**src/rtl/pipe_rr_sched.sv**
```systemverilog
// Round-robin scheduler sharing one fixed-latency, common-enable datapath among NREQ requesters.
// Define PIPE_SCHED_OSCAP_EN to cap each requester at MAX_OS operations in flight.
module pipe_rr_sched #(
    parameter int NREQ   = 4,
    parameter int IDW    = 2,
    parameter int DW     = 16,
    parameter int LAT    = 4,
    parameter int MAX_OS = 2
) (
    input  logic                 i_clk,
    input  logic                 i_rst_n,
    input  logic [NREQ-1:0]      i_req,
    input  logic [NREQ*DW-1:0]   i_data,
    output logic [NREQ-1:0]      o_gnt,
    output logic                 o_pipe_en,
    output logic [DW-1:0]        o_pipe_d,
    input  logic [DW-1:0]        i_pipe_q,
    output logic [NREQ-1:0]      o_rsp_vld,
    output logic [DW-1:0]        o_rsp_data,
    input  logic [NREQ-1:0]      i_rsp_rdy,
    input  logic                 i_drain,
    output logic                 o_drained
);

    typedef enum logic {ST_RUN, ST_DRAIN} state_t;

    state_t          state;
    logic [LAT-1:0]  stg_vld;
    logic [IDW-1:0]  stg_tag [LAT];
    logic [IDW-1:0]  ptr;
    logic [NREQ-1:0] cap_mask;
    logic [NREQ-1:0] eligible;
    logic [IDW-1:0]  win_idx;
    logic [IDW-1:0]  cand;
    logic            win_found;
    logic            grant_ok;
    logic            tail_vld;
    logic [IDW-1:0]  tail_tag;

    if (NREQ < 2 || NREQ > 16 || (2 ** IDW) < NREQ || LAT < 1 || MAX_OS < 1) begin : g_bad_params
        $error("pipe_rr_sched: illegal parameter combination");
    end

    assign tail_vld   = stg_vld[LAT-1];
    assign tail_tag   = stg_tag[LAT-1];
    assign o_pipe_en  = !tail_vld || i_rsp_rdy[tail_tag];
    assign o_rsp_vld  = tail_vld ? (NREQ'(1) << tail_tag) : '0;
    assign o_rsp_data = i_pipe_q;
    assign o_drained  = (state == ST_DRAIN) && !(|stg_vld);
    assign eligible   = i_req & ~cap_mask;
    assign grant_ok   = o_pipe_en && (state == ST_RUN) && !i_drain;
    assign o_gnt      = (grant_ok && win_found) ? (NREQ'(1) << win_idx) : '0;

    // Search upward from ptr with wrap; first eligible requester wins.
    always_comb begin
        win_found = 1'b0;
        win_idx   = '0;
        cand      = '0;
        for (int i = 0; i < NREQ; i++) begin
            cand = IDW'((int'(ptr) + i) % NREQ);
            if (!win_found && eligible[cand]) begin
                win_found = 1'b1;
                win_idx   = cand;
            end
        end
    end

    always_comb begin
        o_pipe_d = '0;
        for (int k = 0; k < NREQ; k++) begin
            if (o_gnt[k]) begin
                o_pipe_d = i_data[k*DW +: DW];
            end
        end
    end

    // Tracking shift register, pointer and RUN/DRAIN state; everything holds while stalled.
    always_ff @(posedge i_clk) begin
        if (!i_rst_n) begin
            stg_vld <= '0;
            for (int s = 0; s < LAT; s++) begin
                stg_tag[s] <= '0;
            end
            ptr   <= '0;
            state <= ST_RUN;
        end else begin
            if (o_pipe_en) begin
                stg_vld[0] <= |o_gnt;
                stg_tag[0] <= (|o_gnt) ? win_idx : '0;
                for (int s = 1; s < LAT; s++) begin
                    stg_vld[s] <= stg_vld[s-1];
                    stg_tag[s] <= stg_tag[s-1];
                end
            end
            if (|o_gnt) begin
                ptr <= (win_idx == IDW'(NREQ - 1)) ? '0 : win_idx + 1'b1;
            end
            case (state)
                ST_RUN:   if (i_drain)  state <= ST_DRAIN;
                ST_DRAIN: if (!i_drain) state <= ST_RUN;
                default:  state <= ST_RUN;
            endcase
        end
    end

`ifdef PIPE_SCHED_OSCAP_EN
    localparam int CW = $clog2(MAX_OS + 1);

    logic [CW-1:0]   os_cnt [NREQ];
    logic [NREQ-1:0] rsp_xfer;

    assign rsp_xfer = o_rsp_vld & i_rsp_rdy;

    // A grant and a response transfer for the same requester cancel out.
    always_ff @(posedge i_clk) begin
        for (int k = 0; k < NREQ; k++) begin
            if (!i_rst_n) begin
                os_cnt[k] <= '0;
            end else if (o_gnt[k] && !rsp_xfer[k]) begin
                os_cnt[k] <= os_cnt[k] + 1'b1;
            end else if (!o_gnt[k] && rsp_xfer[k]) begin
                os_cnt[k] <= os_cnt[k] - 1'b1;
            end
        end
    end

    always_comb begin
        cap_mask = '0;
        for (int k = 0; k < NREQ; k++) begin
            cap_mask[k] = (os_cnt[k] == CW'(MAX_OS));
        end
    end
`else
    assign cap_mask = '0;
`endif

endmodule
```
**config.mk**
```make
export PLATFORM = sky130hd
export DESIGN_NAME = pipe_rr_sched
export DESIGN_NICKNAME = d
export VERILOG_FILES = /design/src/rtl/pipe_rr_sched.sv
export SDC_FILE = /design/constraint.sdc
export NUM_CORES = 1
export LEC_CHECK = 0
export CAP_MARGIN = 0
export CORE_ASPECT_RATIO = 0.9
export CORE_MARGIN = 2
export CORE_UTILIZATION = 29
export CTS_BUF_LIST = sky130_fd_sc_hd__clkbuf_4 sky130_fd_sc_hd__clkbuf_8 sky130_fd_sc_hd__clkbuf_16
export CTS_CLUSTER_DIAMETER = 50
export DETAILED_ROUTE_END_ITERATION = 8
export PLACE_DENSITY_LB_ADDON = 0.15
export SETUP_SLACK_MARGIN = 0.3
export SYNTH_ARGS = -nofsm -noshare
export SYNTH_HDL_FRONTEND = slang
export SYNTH_SLANG_ARGS = --single-unit
```
**constraint.sdc**
```tcl
create_clock -name i_clk -period 2.68 [get_ports i_clk]
set_input_delay 0.536 -clock i_clk [delete_from_list [all_inputs] [get_ports i_clk]]
set_output_delay 0.536 -clock i_clk [all_outputs]
set_load 0.02 [all_outputs]
```
Word level (Yosys, flattened, before mapping)
Memory sizes are Yosys's and may differ from the RTL's.
Index checks and enable logic that the tools add are counted.
{ "word_totals": {"register_bits": 7, "inputBits": 91, "wordCells": 72, "mem_bits_rw": 8, "mem_count": 1, "out_inout_bits": 42} }
{ "classes": {"muxes": 35, "shifts": 2, "n_reduce_logical": 16, "n_lt_le_gt_ge": 5, "n_eq_ne": 1, "add_sub_neg": 4, "bitwise": 5} }
{ "memory_table": {"columns": ["name", "words", "word_bits", "read_ports", "rd_clocked_by_memory_dff", "wr", "line_no", "rtl"], "rows": [
  ["stg_tag", 4, 2, 4, 0, 4, "29", "logic [IDW-1:0] stg_tag [LAT];"]
]} }
{ "ops": {"columns": ["cell", "count"], "rows": [
  ["$mux 16", 4],
  ["$mux 2", 10],
  ["$lt 2x3->1 const B", 5],
  ["$mux 1", 14],
  ["$bmux 1 s2", 5],
  ["$mux 4", 2],
  ["$reduce_or 4->1", 2],
  ["$shl 1x2->4 const A", 2],
  ["$logic_and 1x1->1", 7],
  ["$logic_not 1->1", 6],
  ["$add 2x1->2 const B", 2],
  ["$add 2x2->2 const B", 2],
  ["$or 1x1->1", 4],
  ["$eq 2x2->1 const B", 1],
  ["$logic_or 1x1->1", 1],
  ["$not 1->1", 1]
]} }

Logic depth before layout (Yosys ltp)
{ "logic_depth": {"depth_word": 18, "ltp_mapped": 11, "depth_no_buf": 9} }

Worst setup path before layout
No wires, ideal clock.
{ "synth_path": {"path_kind": "input -> output", "from": "in i_req[0]", "to": "out o_pipe_d[0]", "arrival_time_ns": 2.499, "cell_stages": 11, "required_ns": 2.144, "path_buffers": 2, "path_slack_ns": -0.355, "cell_sequence": "inv_1 > o221a_2 > o22ai_1 > inv_1 > ha_1 > clkbuf_1 > clkinv_1 > buf_1 > o21a_1 > a22oi_1 > nor2_1"} }
{ "synth_via": {"elab_chain_len": 18, "word_cells_on_any_way": 29, "cone_classes": "shift (1); mux (21); reduce/logical (7)"} }
{ "synth_rtl": {"columns": ["item", "line_no", "rtl"], "rows": [
  ["start, declared", "12", "input logic [NREQ-1:0] i_req,"],
  ["$bmux 1 s2", "61", "if (!win_found && eligible[cand]) begin"],
  ["$mux 1 (implied by the code)", "61", null],
  ["$mux 1", "61", null],
  ["$logic_not 1->1", "61", null],
  ["$logic_and 1x1->1", "61", null],
  ["$mux 1", "61", null],
  ["$logic_not 1->1", "61", null],
  ["$logic_and 1x1->1", "61", null],
  ["$mux 1", "61", null],
  ["$logic_not 1->1", "61", null],
  ["$logic_and 1x1->1", "61", null],
  ["$mux 2 (*)", "61", null],
  ["net win_idx[0]", "33", "logic [IDW-1:0] win_idx;"],
  ["$shl 1x2->4 (*)", "52", "assign o_gnt = (grant_ok && win_found) ? (NREQ'(1) << win_idx) : '0;"],
  ["$mux 4 (*)", "52", null],
  ["$mux 16 (3 in series)", "71", "if (o_gnt[k]) begin"],
  ["$mux 16 (*)", "71", null],
  ["end, declared", "16", "output logic [DW-1:0] o_pipe_d,"]
]} }
Mark *: on every way through the listed nets, which the timed path passes. The rest lies on a longest branch. The select of a mux whose other input is x is not followed.

Worst setup path in the final report
{ "layout_path": {"from": "in i_req[0]", "to": "out o_pipe_d[8]"} }
The elaborated chain is that of the path after synthesis.

==> impl_metrics.ini <==
[sta]
worst_pin_slew_ps = 501
skew_ps = 3.63
layout_setup_ws_ps = -12.8
final.min_clock_period_ps = 2690
rsz0062_at_grt = yes
finalCritPeriodShare_pct = 100
hold_violations = 0
hold_slack_ps = 480
setup_viol = 2
finalMaxSlewViolations = 0
clock.fmax_ghz = 0.371
slew_headroom_pct = 66.3
fin_setup_tns_ps = -18.6

[routing]
dr.first_iter.drc_count = 95
routed_via_density = 5.04
wl_mm = 6.48
vias = 1979
firstDrtPassIters = 4
drc = 0
routedWlPerCell_um = 16.5
antenna_left = 0

[place]
pre_cts_ws_ps = -850
placed_area_um2 = 2770
port_buffers = 100
gp_congestion = 0.785
hpwl_mm = 4.11

[grt]
grt_antenna_before_repair = 0
track_usage_pct = 21.6
globalRouteOverflowTotal = 0
grt_pass1_wl_mm = 9.88
grt_max_degree = 18
grt_pass1_vias = 1911

[logic_synthesis]
synth_cells = 213
synth_warnings = 0
synth_mux_area_share_pct = 2.14
syn-cell-area_um2 = 1520
syn-num-nets = 308
synth_cell_types = 31
yosysSeqAreaShare_pct = 25.0
synth_compound_area_share_pct = 32.9
ys_ff_latch = 15
syn_area_per_cell_um2 = 7.15
synthAdderAreaFrac_pct = 3.29
synthSimpleGateAreaFrac_pct = 21.4
synth-xor-area-share_pct = 0
synth_top_family_by_area = compound AO/OA/AOI/OAI gates

[setup_path]
r2r-end = ptr[0]$_SDFFE_PN0P_
crit_required_ps = 2140
cp-start-kind = input port
end_kind = primary output
cp_max_fo = 5
r2r_start = ptr[1]$_SDFFE_PN0P_
cp_data_arrival_time_ps = 2160
path_class = in2out
r2r_slack_ps = 130
r2r_cells = 12

[hold_path]
holdPathEnd = stg_vld[2]$_SDFFE_PN0N_
min_from = stg_vld[2]$_SDFFE_PN0N_
min-delay-path-class = reg2reg
worst_hold_path.num_cells = 2

[power]
clkPwrFrac_pct = 12.6
netSwitchingPower_mw = 0.557
powerDensity_nw_per_um2 = 431
power_mw = 1.49
p_leak_nw = 1.36
swShare_pct = 37.3
p_int_mw = 0.937
combPwrFrac_pct = 69.7
vdd_ir_drop_max_v = 0.000340
power_frac_seq_pct = 17.7

[final_layout]
diodes = 0
final-seq-area_um2 = 385
stdcell_area_um2 = 3460
nets = 422
multi_input_area_um2 = 1330
drive_gt1_share_pct = 50.0
synthToLayoutAreaGrowth_pct = 128
nFillCells = 416

[die]
num_rows = 25
die_h_um = 72.7
core_area_um2 = 5160
die_x_um = 80.4
die_area_um2 = 5850
initial_core_util_pct = 29.5
io_pins = 133

[outcome]
violations = setup timing
status = complete, but fails checks

[clocking]
cts_tree = yes
clockBufferDepth = 2
hold_buffers = 0
clock-sinks = 15
clk_transition_reported_paths_ps = 60
cts_buffers = 3
insertion_delay_ps = 240
clockRootBuffer = clkbuf_8
htreeDepth = 1

[run]
maxCapViolCount = 0
-- cell usage after synthesis, drive strengths merged --
| master | number | area share, % |
|---|---|---|
| edfxtp | 8 | 16 |
| nand2 | 28 | 6.9 |
| a21o | 1 | 0.49 |
| and3 | 6 | 2.5 |
| o21ai | 16 | 5.3 |
| mux2i | 1 | 0.66 |
| inv | 8 | 2.0 |
| o221a | 1 | 0.74 |
| nor2b | 2 | 0.82 |
| buf | 21 | 10 |
| nand2b | 1 | 0.41 |
| o21a | 17 | 8.4 |
| a22oi | 16 | 7.9 |
| nor4 | 4 | 1.6 |
| clkinv | 2 | 0.49 |
| a21boi | 3 | 1.5 |
| or4 | 1 | 0.74 |
| mux2 | 2 | 1.5 |
| nor2 | 25 | 6.2 |
| a21oi | 18 | 5.9 |
| a31o | 1 | 0.58 |
| o22ai | 3 | 2.1 |
| and2 | 3 | 1.2 |
| dfxtp | 7 | 9.2 |
| clkbuf | 11 | 2.7 |
| ha | 4 | 3.3 |
| nor3 | 3 | 0.99 |
-- critical path: stages --
cell and delay, ps:
buf_8 80, inv_2 30, o221a_4 270, o22ai_4 170, inv_2 80, ha_4 230, buf_12 150, buf_16 130
o21ai_2 130, a22oi_2 80, nor2_2 120, buf_6 130
-- layer usage --
layer / GRT usage (%) / share of wire [%] / vias up / routed length, um
met5: 0 / 0 / - / 0
met4: 3.01 / 0.83 / 0 / 54
met3: 3.47 / 6.5 / 10 / 420
met2: 39.2 / 50 / 77 / 3260
met1: 27.6 / 42 / 929 / 2740
li1: - / - / 963 / -
-- timing repair --
action / in CTS / in global routing
pin swaps: 39 / 14
buffers inserted: 10 / 2
endpoints found under the setup margin: 26 / 25
gates cloned: 7 / 0
gates resized for setup: 213 / 15
-- worst max path at each step --
stage          cells after the start     start     endpoint
6_report                          12  i_req[0]  o_pipe_d[8]
5_1_grt                           12  i_req[0]  o_pipe_d[2]
4_1_cts                           12  i_req[0]  o_pipe_d[0]
3_5_place_dp                      12  i_req[0]  o_pipe_d[3]
2_1_floorplan                     11  i_req[2]  o_pipe_d[2]
3_3_place_gp                      12  i_req[0]  o_pipe_d[3]
-- metrics by stage --
stage	instances	util, %
CTS	391	65.6
global placement	370	53.7
floorplan	213	-
detailed placement	370	53.7
finish	393	67.1
global route	393	67.1
-- final cells by class --
class / instances / share of cell area, %
multi-input combinational: 156 / 38.2
timing repair inverter: 1 / 0.325
inverter: 10 / 1.81
tap: 67 / 2.42
timing repair buffer: 140 / 44.7
sequential: 15 / 11.1
clock buffer: 4 / 1.41
-- flip-flops by register name, summed over array words and instances, names as in the netlist --
name	count
stg_tag	8
stg_vld	4
ptr	2
state	1
-- cells in the final DEF (no fill, tap or decap), types with 7 or more instances in the layout --
cell type,Yosys,routed
nor2_2,0,15
o21ai_2,0,11
nand2_2,0,7
nand2_1,28,21
a22oi_2,0,13
a21oi_2,0,14
edfxtp_1,8,8
o21a_1,17,17
clkdlybuf4s50_1,0,71
buf_4,16,21
buf_6,2,28
-- power by group through the flow --
| stage | clock network (mW) | registers (mW) | logic [mW] |
|---|---|---|---|
| after floorplan | 0 | 0.266 | 0.479 |
| after detailed placement | 0 | 0.268 | 0.712 |
| after CTS | 0.189 | 0.265 | 0.990 |
| after global routing | 0.194 | 0.266 | 1.11 |
| after global placement | 0 | 0.267 | 0.708 |
| final | 0.188 | 0.264 | 1.04 |
-- cells by family after synthesis --
logic type / Yosys count
buffers and inverters: 42
adders and majority gates: 4
and+or+nand+nor: 73
AOI/OAI and AO/OA: 76
muxes: 3
DFF: 15
No activity file was read; power rests on OpenSTA's default activity.
